**src/rtl/disp_arb_ctrl.sv**
```systemverilog
// Display arbiter: startup player owns the display until STUP_DONE, then status and
// host sources share it with a minimum dwell per owner. The state register is TMR-voted.
module disp_arb_ctrl #(
  parameter logic [15:0] DWELL = 16'd3000
) (
  input  logic       CLK,
  input  logic       RST,
  input  logic       STUP_REQ,
  input  logic [7:0] STUP_DATA,
  input  logic       STUP_DONE,
  input  logic       STAT_REQ,
  input  logic [7:0] STAT_DATA,
  input  logic       HOST_REQ,
  input  logic [7:0] HOST_DATA,
  output logic [2:0] GNT,
  output logic [7:0] DISP_DATA,
  output logic       DISP_VALID,
  output logic       BUSY
);

  typedef enum logic [1:0] {
    ST_LOCK = 2'b00,
    ST_IDLE = 2'b01,
    ST_OWN  = 2'b10
  } state_t;

  logic [1:0]  st_a_q, st_b_q, st_c_q, st_vote_s, st_d;
  logic [15:0] cnt_q, cnt_d;
  logic [2:0]  gnt_q, gnt_d;
  logic [7:0]  data_q, data_d;
  logic        valid_q, valid_d;
  logic        last_host_q, last_host_d;
  logic        own_host_s, own_req_s, oth_req_s, dwell_met_s, host_wins_s;
  logic [7:0]  own_data_s;

  assign st_vote_s   = (st_a_q & st_b_q) | (st_a_q & st_c_q) | (st_b_q & st_c_q);
  assign own_host_s  = gnt_q[2];
  assign own_req_s   = own_host_s ? HOST_REQ  : STAT_REQ;
  assign oth_req_s   = own_host_s ? STAT_REQ  : HOST_REQ;
  assign own_data_s  = own_host_s ? HOST_DATA : STAT_DATA;
  assign dwell_met_s = (cnt_q >= DWELL);
  // Host wins by default; alternate to status only when both contend right after a host turn.
  assign host_wins_s = HOST_REQ & ~(STAT_REQ & last_host_q);

  // Next-state and next-output decode from the voted state
  always_comb begin
    st_d        = st_vote_s;
    cnt_d       = cnt_q;
    gnt_d       = gnt_q;
    data_d      = data_q;
    valid_d     = 1'b0;
    last_host_d = last_host_q;
    case (st_vote_s)
      ST_LOCK: begin
        cnt_d = 16'd0;
        if (STUP_DONE) begin
          st_d  = ST_IDLE;
          gnt_d = 3'b000;
        end else if (STUP_REQ) begin
          gnt_d   = 3'b001;
          data_d  = STUP_DATA;
          valid_d = 1'b1;
        end else begin
          gnt_d = 3'b000;
        end
      end
      ST_IDLE: begin
        cnt_d = 16'd0;
        if (STAT_REQ || HOST_REQ) begin
          st_d        = ST_OWN;
          gnt_d       = host_wins_s ? 3'b100 : 3'b010;
          last_host_d = host_wins_s;
        end else begin
          st_d  = ST_IDLE;
          gnt_d = 3'b000;
        end
      end
      ST_OWN: begin
        if (own_req_s) begin
          data_d  = own_data_s;
          valid_d = 1'b1;
        end else begin
          data_d = data_q;
        end
        if (dwell_met_s && (!own_req_s || oth_req_s)) begin
          st_d  = ST_IDLE;
          gnt_d = 3'b000;
          cnt_d = 16'd0;
        end else begin
          cnt_d = (cnt_q == 16'hFFFF) ? cnt_q : cnt_q + 16'd1;
        end
      end
      default: begin
        st_d  = ST_LOCK;
        gnt_d = 3'b000;
        cnt_d = 16'd0;
      end
    endcase
  end

  // State copies, dwell counter and registered outputs
  always_ff @(posedge CLK or posedge RST) begin
    if (RST) begin
      st_a_q      <= ST_LOCK;
      st_b_q      <= ST_LOCK;
      st_c_q      <= ST_LOCK;
      cnt_q       <= 16'd0;
      gnt_q       <= 3'b000;
      data_q      <= 8'h00;
      valid_q     <= 1'b0;
      last_host_q <= 1'b0;
    end else begin
      st_a_q      <= st_d;
      st_b_q      <= st_d;
      st_c_q      <= st_d;
      cnt_q       <= cnt_d;
      gnt_q       <= gnt_d;
      data_q      <= data_d;
      valid_q     <= valid_d;
      last_host_q <= last_host_d;
    end
  end

  assign GNT        = gnt_q;
  assign DISP_DATA  = data_q;
  assign DISP_VALID = valid_q;
  assign BUSY       = |gnt_q;

endmodule
```
**config.mk**
```make
export PLATFORM = sky130hd
export DESIGN_NAME = disp_arb_ctrl
export DESIGN_NICKNAME = d
export VERILOG_FILES = /design/src/rtl/disp_arb_ctrl.sv
export SDC_FILE = /design/constraint.sdc
export NUM_CORES = 1
export LEC_CHECK = 0
export ABC_AREA = 1
export BUFFER_PORTS_ARGS = -buffer_cell sky130_fd_sc_hd__buf_2
export CORE_ASPECT_RATIO = 0.75
export CORE_UTILIZATION = 56
export CTS_BUF_LIST = sky130_fd_sc_hd__clkbuf_4
export CTS_CLUSTER_SIZE = 8
export DETAILED_ROUTE_END_ITERATION = 8
export GPL_ROUTABILITY_DRIVEN = 0
export GPL_TIMING_DRIVEN = 0
export PLACE_DENSITY = 0.82
export SETUP_SLACK_MARGIN = 0.1
export SYNTH_ARGS = -nofsm -noshare
export SYNTH_HDL_FRONTEND = slang
export SYNTH_SLANG_ARGS = --single-unit
```
**constraint.sdc**
```tcl
create_clock -name CLK -period 1.98 [get_ports CLK]
set_clock_uncertainty 0.1 [all_clocks]
set_input_delay 0.099 -clock CLK [delete_from_list [all_inputs] [get_ports CLK]]
set_output_delay 0.099 -clock CLK [all_outputs]
set_load 0.05 [all_outputs]
```
==> impl_results.md, run 1 <==
- Status: completed
- Final setup fails: 0
- Starting Density: 0.609
- Area of the multi-input gates: ~950 µm²
- Overall routed net length: 4.96 mm
- DRC violations left: 0
- Slowest cell delay on critical path: roughly 0.44 ns
- HPWL Detailed: ~3.3 mm
- Tcrit/Tclk final: 0.902
- Clock tree buffer depth: 2
- Worst-Margin Slew: 0.501 ns
- CP Class: reg -> reg
- Final Max Slew Viols: 0
- Seq. cell area: between 700 and 800 µm²
- Antenna diodes: 0
- R2R Path Start: cnt_q[0]
- Die Height: about 52 µm
- Fin Setup TNS: 0 ns
- Yosys top cell by area: dfrtp_1
- Hold path start: STAT_REQ
- Synth async-reset ratio: 1.00
- Vias in the first global route: 1714
- Yosys top cell area share: 0.416
- Clk root buf: clkbuf_4
- Detailed Route Iter0 Violations: between 150 and 200
- First-pass GRT wire length: a little under 8 mm
- Syn_area_per_cell: about 7.5 µm²
- Main synth FF type: dfrtp_1
- CP Cell Sequence: ha_1 > nand3_2 > nor2_4 > nand2_4 > nor2_4 > nand3_2 > buf_6 > nand2_1
- Relative slew slack: 0.666
- Crit. End Element: flip-flop
- Peak supply drop: 0.00115 V
- DR WL/cell: approximately 14 µm
- Commonest cells post-synth: nand2_1, nor2_1, dfrtp_1
- Total global-route track usage: 0.308
- EDFF count, synth: 0
- CTS HTree Levels: 2
- Post-CTS Setup Bufs: 0
- Worst reg2reg path depth: 8
- Post-Syn Nets: between 200 and 300
- Yosys warning count: 0
- Crit path max-delay family: simple AND/OR/NAND/NOR gates
- #FFs+latches synth: 31
- Tightest Hold Check Type: in -> reg
- WHS Path Cells: 3
- CTS tree: built
- Final hold vios: 0
- DRT Pass-1 Iters: 5
- PortBufs: between 40 and 50
- Synth Cell Area: 0.00187 mm²
- Total number of vias: 1952
- Max FO, Critical Path: 10
- Filler instances: roughly 220
- Yosys cell types: 27
- Clock transition at the registers of the reported paths: about 0.10 ns
- Number of CTS-inserted buffers: 5
- Flop2flop setup slack: 0.19 ns
- CP arrival: roughly 2.0 ns
- Max Freq: between 0.5 and 0.6 GHz
- Die W: between 60 and 70 µm
- Worst Hold Endpoint: GNT[1]
- CP max stage cell: dfrtp_2
- Seq/Total Area, Yosys: 0.416
- Fin crit period: between 1.5 and 2 ns
- Routed vias/inst: approximately 5.4
- CTS sink cnt: 31
- Row count: 17
- RSZ-0062 raised after global routing: false
- Startpoint Class: flip-flop
- Core Area: 0.00306 mm²
- PD cells: 1070 mW/mm²
- Clock Latency Late Sink: 0.34 ns
- CP required: 2.15 ns
- R2r endpoint: cnt_q[11]
- Count leader, synth: nand2_1
- GR Overflow Total: 0
- Die ar.: between 0.003 and 0.004 mm²
- Final ANT Viol Nets: 0
- Worst path bufs/invs: 1
- I/O pin cnt: 43
- Worst-case hold slack: roughly 0.00095 ns
- Pleak: between 1 and 1.5 nW
- Initial antenna violation count: 0
- Area grow syn2layout: 29.2%
- Top post-synthesis cells by area: dfrtp_1, nand2_1, nor2_1
- Nets: 352
- Synth Instances: 250
- Largest net degree at the start of global routing: 32
- Share of layout cells above drive strength 1: 0.231
- Max-cap violation count: 0
## per-stage QoR
step / total power, mW / utilization / setup slack (ns) / cells / instance area (µm²)
2_1_floorplan: 1.84 / - / 0.310 / 250 / 1870
3_3_place_gp: 2.12 / 0.694 / 0.234 / 330 / 2120
3_5_place_dp: 2.14 / 0.694 / 0.209 / 330 / 2120
4_1_cts: 2.54 / 0.778 / 0.169 / 358 / 2380
5_1_grt: 2.74 / 0.787 / 0.118 / 359 / 2410
6_report: 2.59 / 0.787 / 0.195 / 359 / 2410
## worst max-delay path by stage
stage | depth (start not counted) | slack, ns | end | start
after floorplan | 7 | 0.31 | GNT[0] | GNT[2]
after global placement | 8 | 0.23 | cnt_q[2] | cnt_q[0]
after detailed placement | 8 | 0.21 | cnt_q[4] | cnt_q[0]
after CTS | 8 | 0.17 | cnt_q[5] | cnt_q[0]
after global routing | 8 | 0.12 | cnt_q[6] | cnt_q[0]
final | 8 | 0.19 | cnt_q[11] | cnt_q[0]
## flip-flops by register name, indices dropped and copies added, names as in the netlist
| register | flops |
|---|---|
| DISP_DATA | 8 |
| DISP_VALID | 1 |
| GNT | 3 |
| cnt_q | 16 |
| last_host_q | 1 |
| st_c_q | 2 |
## cell families after synthesis
group                    share of synthesized area
buffers and inverters                       0.0751
adder cells (fa/ha/maj)                     0.0134
AND/OR/NAND/NOR                              0.363
flip-flops                                   0.416
AO/OA/AOI/OAI                                0.133
## routing by layer
| layer | global-route usage | wire (µm) | vias to the layer above |
|---|---|---|---|
| li1 | - | - | 978 |
| met1 | 0.430 | 2290 | 890 |
| met2 | 0.472 | 2260 | 74 |
| met3 | 0.0768 | 333 | 10 |
| met4 | 0.0799 | 70 | 0 |
| met5 | 0 | 0 | - |
## power by group
part	internal, mW	switching (mW)
Sequential	0.787	0.108
Clock	0.166	0.221
Combinational	0.371	0.936
Total	1.32	1.26
## timing repair
item,CTS,global route
resized for setup,0,1
hold buffers,20,0
setup endpoints to repair,0,12
hold endpoints to repair,19,0
## tightest hold or removal path, stage by stage
cell	delay, ns
buf_2	0.12
a21oi_1	0.09
o21ai_1	0.11
## layout make-up
cell class | instances | share of cell area
plain buffers | 11 | 0.0270
clock buffers | 7 | 0.0218
clock inverters | 1 | 0.00208
inverters | 20 | 0.0311
multi-input cells | 188 | 0.394
flip-flops and latches | 31 | 0.322
well taps | 38 | 0.0197
repair buffers | 63 | 0.182
## cell usage in the layout (no fill, tap or decap), drive strengths merged
master / netlist / layout
o211ai: 1 / 1
clkinv: 0 / 1
ha: 2 / 2
nor4: 1 / 1
inv: 20 / 20
nand2: 64 / 64
a21oi: 1 / 1
nand4: 18 / 18
a31oi: 9 / 9
nand3: 15 / 15
o21a: 8 / 8
nor3: 1 / 1
buf: 7 / 50
nand3b: 1 / 1
nor2: 38 / 38
clkbuf: 4 / 11
dfrtp: 31 / 31
o21ai: 21 / 21
or2: 5 / 5
dlygate4sd3: 0 / 20
o21bai: 2 / 2
and2: 1 / 1
Note: power is estimated with default switching activity, not from simulation.
==> inputs of run 2 (changes only) <==
- clock period: 1.98 -> 1.9 ns (I/O delays scaled with it)
==> run 2 against run 1 <==
Effect of this change: final area is 1.1% higher; die area unchanged; largest power group unchanged; sequential share of layout area down 0.36 points; first-iteration DRC count increased by 2.6%; highest routed layer unchanged.
==> impl_results.md, run 2 (synthesis gave the netlist of run 1 again) <==
- Pre-CTS setup slack: around 0.13 ns
- Overall routed net length: 5.00 mm
- Die W: approximately 69 µm
- HPWL Detailed: 3.31 mm
- CP arrival: 1.89 ns
- Commonest non-fill, non-tap cell in the layout: nand2_1
- Final ANT Viol Nets: 0
- Fin crit period: 1.73 ns
- Total global-route track usage: 0.311
- PD cells: 1110 mW/mm²
- Tcrit/Tclk final: 0.908
- Clock Latency Late Sink: 0.33 ns
- Clock tree buffer depth: 2
- Die ar.: about 0.0036 mm²
- Relative slew slack: 0.670
- Row count: 17
- Largest net degree at the start of global routing: 32
- Core Area: just over 0.003 mm²
- Share of layout cells above drive strength 1: 0.238
- Clock transition at the registers of the reported paths: about 0.10 ns
- DR WL/cell: roughly 14 µm
- Die Height: 52 µm
- Total number of vias: ~2000
- Area grow syn2layout: 30.6%
- Starting Density: 0.609
- CP startpoint: cnt_q[0]
- DRC violations left: 0
- Biggest register: cnt_q
- GR Overflow Total: 0
- First-pass GRT wire length: around 7.9 mm
- CP required: around 2.1 ns
- Final setup fails: 0
- Final Max Slew Viols: 0
- CTS HTree Levels: 2
- Clk root buf: clkbuf_4
- Largest register FFs: 16
- Vias in the first global route: roughly 1700
- PortBufs: 42
- Max Freq: between 0.5 and 0.6 GHz
- Final hold vios: 0
- DRT Pass-1 Iters: 5
- Worst-Margin Slew: just under 0.5 ns
- Status: completed
- Nets: 354
- Fin Setup TNS: 0 ns
- Tightest Hold Check Type: in -> reg
- Commonest cells after routing, fill and taps aside: nand2_1, buf_2, nor2_1
- Power consumption: around 2.7 mW
- Hold path start: STAT_DATA[6]
- RSZ-0062 raised after global routing: false
- Max-cap violation count: 0
- Peak supply drop: ~0.0012 V
- Antenna diodes: 0
- Crit. End Element: flip-flop
- Startpoint Class: flip-flop
- Detailed Route Iter0 Violations: ~200
- Routed vias/inst: about 5.5
- Max FO, Critical Path: 10
- Pleak: roughly 1.2 nW
- CTS tree: built
- I/O pin cnt: 43
- CP Class: reg -> reg
- Filler instances: approximately 210
- R2R Path Start: cnt_q[0]
- Number of CTS-inserted buffers: 5
- Setup ws final: around 0.17 ns
- Initial antenna violation count: 0
- CTS sink cnt: 31
-- run 2: cell types whose count changed in the layout (fill, tap and decap cells not counted) --
cell | before | now
buf_4 | 1 | 3
ha_1 | 2 | 1
ha_4 | 0 | 1
-- run 2: final timing paths --
kind,slack [ns],to,depth (start not counted)
max,0.17,cnt_q[11],8
min,0.01,DISP_DATA[6],3
max reg2reg,0.17,cnt_q[11],8
min reg2reg,0.39,last_host_q,2
max in group asynchronous,1.08,cnt_q[0],4
min in group asynchronous,0.18,DISP_VALID,3
-- run 2: critical path, cell delays in order, from the launching register on --
cell,delay (ns)
dfrtp_2,0.46
ha_4,0.18
nand3_2,0.11
nor2_4,0.24
nand2_4,0.08
nor2_4,0.14
nand3_2,0.12
buf_6,0.16
nand2_1,0.07
-- run 2: metal layers --
metal | global-route usage | vias to the layer above | routed length (µm)
li1 | - | 982 | -
met1 | 0.434 | 924 | 2260
met5 | 0 | - | 0
met4 | 0.0938 | 0 | 72
met3 | 0.0768 | 11 | 307
met2 | 0.471 | 75 | 2360
-- run 2: cell type report --
type / instances / area, µm² / area share
plain buffers: 11 / 65.1 / 0.0267
repair buffers: 65 / 453 / 0.186
clock inverters: 1 / 5.00 / 0.00205
multi-input cells: 188 / 963 / 0.395
clock buffers: 7 / 52.6 / 0.0215
inverters: 20 / 75.1 / 0.0308
well taps: 38 / 47.5 / 0.0195
flip-flops and latches: 31 / 777 / 0.319
-- run 2: what timing repair did --
action | in CTS | in global routing
pin swaps | 0 | 1
setup endpoints to repair | 7 | 14
gates resized for setup | 1 | 2
buffers inserted | 0 | 2
hold buffers | 20 | 0
endpoints found under the hold margin | 36 | 0
-- run 2: power breakdown --
part           total (mW)  switching, mW  internal, mW  leakage [nW]
Sequential          0.941          0.120         0.820         0.401
Combinational        1.37          0.975         0.397         0.782
Clock               0.399          0.226         0.173        0.0361
Total                2.71           1.32          1.39          1.22
-- run 2: metrics by stage --
stage	instance area [µm²]	util	cells	hold slack [ns]
after floorplan	1870	-	250	0.0985
after global placement	2120	0.694	330	0.236
after detailed placement	2120	0.694	330	0.236
after CTS	2380	0.779	358	0.0145
after global routing	2440	0.796	361	0.0324
final	2440	0.796	361	0.0129
==> inputs of run 3 (changes only) <==
--- a/config.mk
+++ b/config.mk
@@ -9,4 +9,5 @@
 export BUFFER_PORTS_ARGS = -buffer_cell sky130_fd_sc_hd__buf_2
+export CAP_MARGIN = 10
 export CORE_ASPECT_RATIO = 0.75
-export CORE_UTILIZATION = 56
+export CORE_UTILIZATION = 55
 export CTS_BUF_LIST = sky130_fd_sc_hd__clkbuf_4
@@ -16,3 +17,3 @@
 export GPL_TIMING_DRIVEN = 0
-export PLACE_DENSITY = 0.82
+export PLACE_DENSITY = 0.81
 export SETUP_SLACK_MARGIN = 0.1
==> constraint.sdc (replaced) <==
create_clock -name CLK -period 1.9 [get_ports CLK]
set_clock_uncertainty 0.1 [all_clocks]
set_input_delay 0.38 -clock CLK [delete_from_list [all_inputs] [get_ports CLK]]
set_output_delay 0.38 -clock CLK [all_outputs]
set_load 0.05 [all_outputs]
==> run 3 against run 2 <==
Effect of this change: first-iteration DRC count shrank 33%; critical path depth decreased by 4; maximum frequency down 0.69%; critical endpoint is now BUSY; critical path type is now reg -> out; combinational power hardly changed; flip-flop and latch count is the same.
==> impl_results.md, run 3 (synthesis gave the netlist of run 1 again) <==
- First-pass GRT wire length: between 7 and 8 mm
- R2R Path Start: cnt_q[1]
- Vias in the first global route: roughly 1700
- Commonest cells after routing, fill and taps aside: nand2_1, buf_2, nor2_1
- CTS sink cnt: 31
- Die W: 69.3 µm
- Core Area: between 0.003 and 0.004 mm²
- Final hold vios: 0
- Commonest non-fill, non-tap cell in the layout: nand2_1
- Antenna diodes: 0
- Clk root buf: clkbuf_4
- Die ar.: ~0.0036 mm²
- Hold path start: STUP_DONE
- Peak supply drop: 0.000989 V
- Routed vias/inst: about 5.5
- Clock transition at the registers of the reported paths: between 0.1 and 0.15 ns
- Worst-Margin Slew: between 0.5 and 0.6 ns
- Relative slew slack: 0.651
- Status: completed
- Number of CTS-inserted buffers: 5
- Die Height: between 50 and 60 µm
- Max-cap violation count: 0
- Largest net degree at the start of global routing: 32
- Biggest register: cnt_q
- Nets: 336
- CP required: around 1.4 ns
- PD cells: between 1000 and 1500 mW/mm²
- CP max stage cell: dfrtp_1
- Fin util: 0.741
- Final Max Slew Viols: 0
- Startpoint Class: flip-flop
- Max FO, Critical Path: 10
- I/O pin cnt: 43
- CP Class: reg -> out
- Crit path max-delay family: buffers and inverters
- Max Freq: ~0.58 GHz
- Starting Density: 0.605
- Worst path bufs/invs: 3
- Final setup fails: 0
- Setup ws final: around 0.16 ns
- Fin Setup TNS: 0 ns
- Slowest cell delay on critical path: roughly 0.42 ns
- CTS tree: built
- Share of layout cells above drive strength 1: 0.256
- Row count: 17
- Detailed Route Iter0 Violations: 135
- CP startpoint: GNT[2]
- Total number of vias: 1873
- DRT Pass-1 Iters: 4
- Fin crit period: 1.74 ns
- Pre-CTS setup slack: 0.124 ns
- CTS HTree Levels: 2
- Tcrit/Tclk final: 0.914
- CP Cell Sequence: inv_1 > buf_6 > nand2_1 > buf_4
- Largest register FFs: 16
- Tightest Hold Check Type: in -> reg
- CP arrival: 1.26 ns
- Total global-route track usage: 0.275
- RSZ-0062 raised after global routing: false
- DR WL/cell: approximately 14 µm
- Initial antenna violation count: 0
- DRC violations left: 0
- Overall routed net length: approximately 4.7 mm
- HPWL Detailed: ~3.4 mm
- Final ANT Viol Nets: 0
- Crit. End Element: output pin
- GR Overflow Total: 0
- Clock Latency Late Sink: between 0.3 and 0.4 ns
- Pleak: around 1.2 nW
- Area grow syn2layout: 22.4%
- Clock tree buffer depth: 2
- PortBufs: 42
==> run 3: through the flow <==
step	instances	hold slack, ns	total power, mW	instance area [µm²]
CTS	338	0.165	2.75	2210
finish	343	0.162	2.80	2280
global route	343	0.196	2.97	2280
global placement	330	0.363	2.20	2120
floorplan	250	0.342	1.91	1870
detailed placement	330	0.364	2.23	2120
==> run 3: path summary, 6_finish.rpt <==
kind | to | slack, ns | cells after the start
min | st_c_q[0] | 0.16 | 3
min in group asynchronous | cnt_q[4] | 0.49 | 3
max in group asynchronous | cnt_q[0] | 0.73 | 4
min reg2reg | last_host_q | 0.39 | 2
max | BUSY | 0.16 | 4
max reg2reg | cnt_q[6] | 0.20 | 8
==> run 3: timing repair <==
action / 4_1_cts / 5_1_grt
hold buffers: 0 / 1
endpoints found under the hold margin: 0 / 10
pin swaps: 0 / 1
setup endpoints to repair: 10 / 14
resized for setup: 4 / 4
buffers inserted: 0 / 3
==> run 3: layer usage <==
| layer | wire [µm] | global-route usage | vias to the layer above |
|---|---|---|---|
| met5 | 0 | 0 | - |
| met4 | 78 | 0.129 | 0 |
| met3 | 242 | 0.0615 | 10 |
| met2 | 2070 | 0.413 | 47 |
| met1 | 2270 | 0.381 | 869 |
| li1 | - | - | 947 |
==> run 3: final cells by class <==
| class | instances | area, µm² |
|---|---|---|
| Buffer | 11 | 72.6 |
| Tap cell | 38 | 47.5 |
| Timing Repair Buffer | 47 | 273 |
| Inverter | 20 | 75.1 |
| Fill cell | 248 | 800 |
| Clock inverter | 3 | 38.8 |
| Sequential cell | 31 | 777 |
| Multi-Input combinational cell | 188 | 963 |
| Clock buffer | 5 | 37.5 |
==> run 3: power by group <==
| part | internal [mW] | switching (mW) |
|---|---|---|
| clock network | 0.270 | 0.246 |
| logic | 0.400 | 0.963 |
| registers | 0.820 | 0.105 |
==> run 3: worst reg2reg max path: stages, from the launching register on <==
cell and delay [ns]:
dfrtp_1 0.45, ha_4 0.19, nand3_2 0.11, nor2_4 0.22
nand2_4 0.08, nor2_4 0.15, nand3_2 0.12, buf_6 0.16
nand2_1 0.06
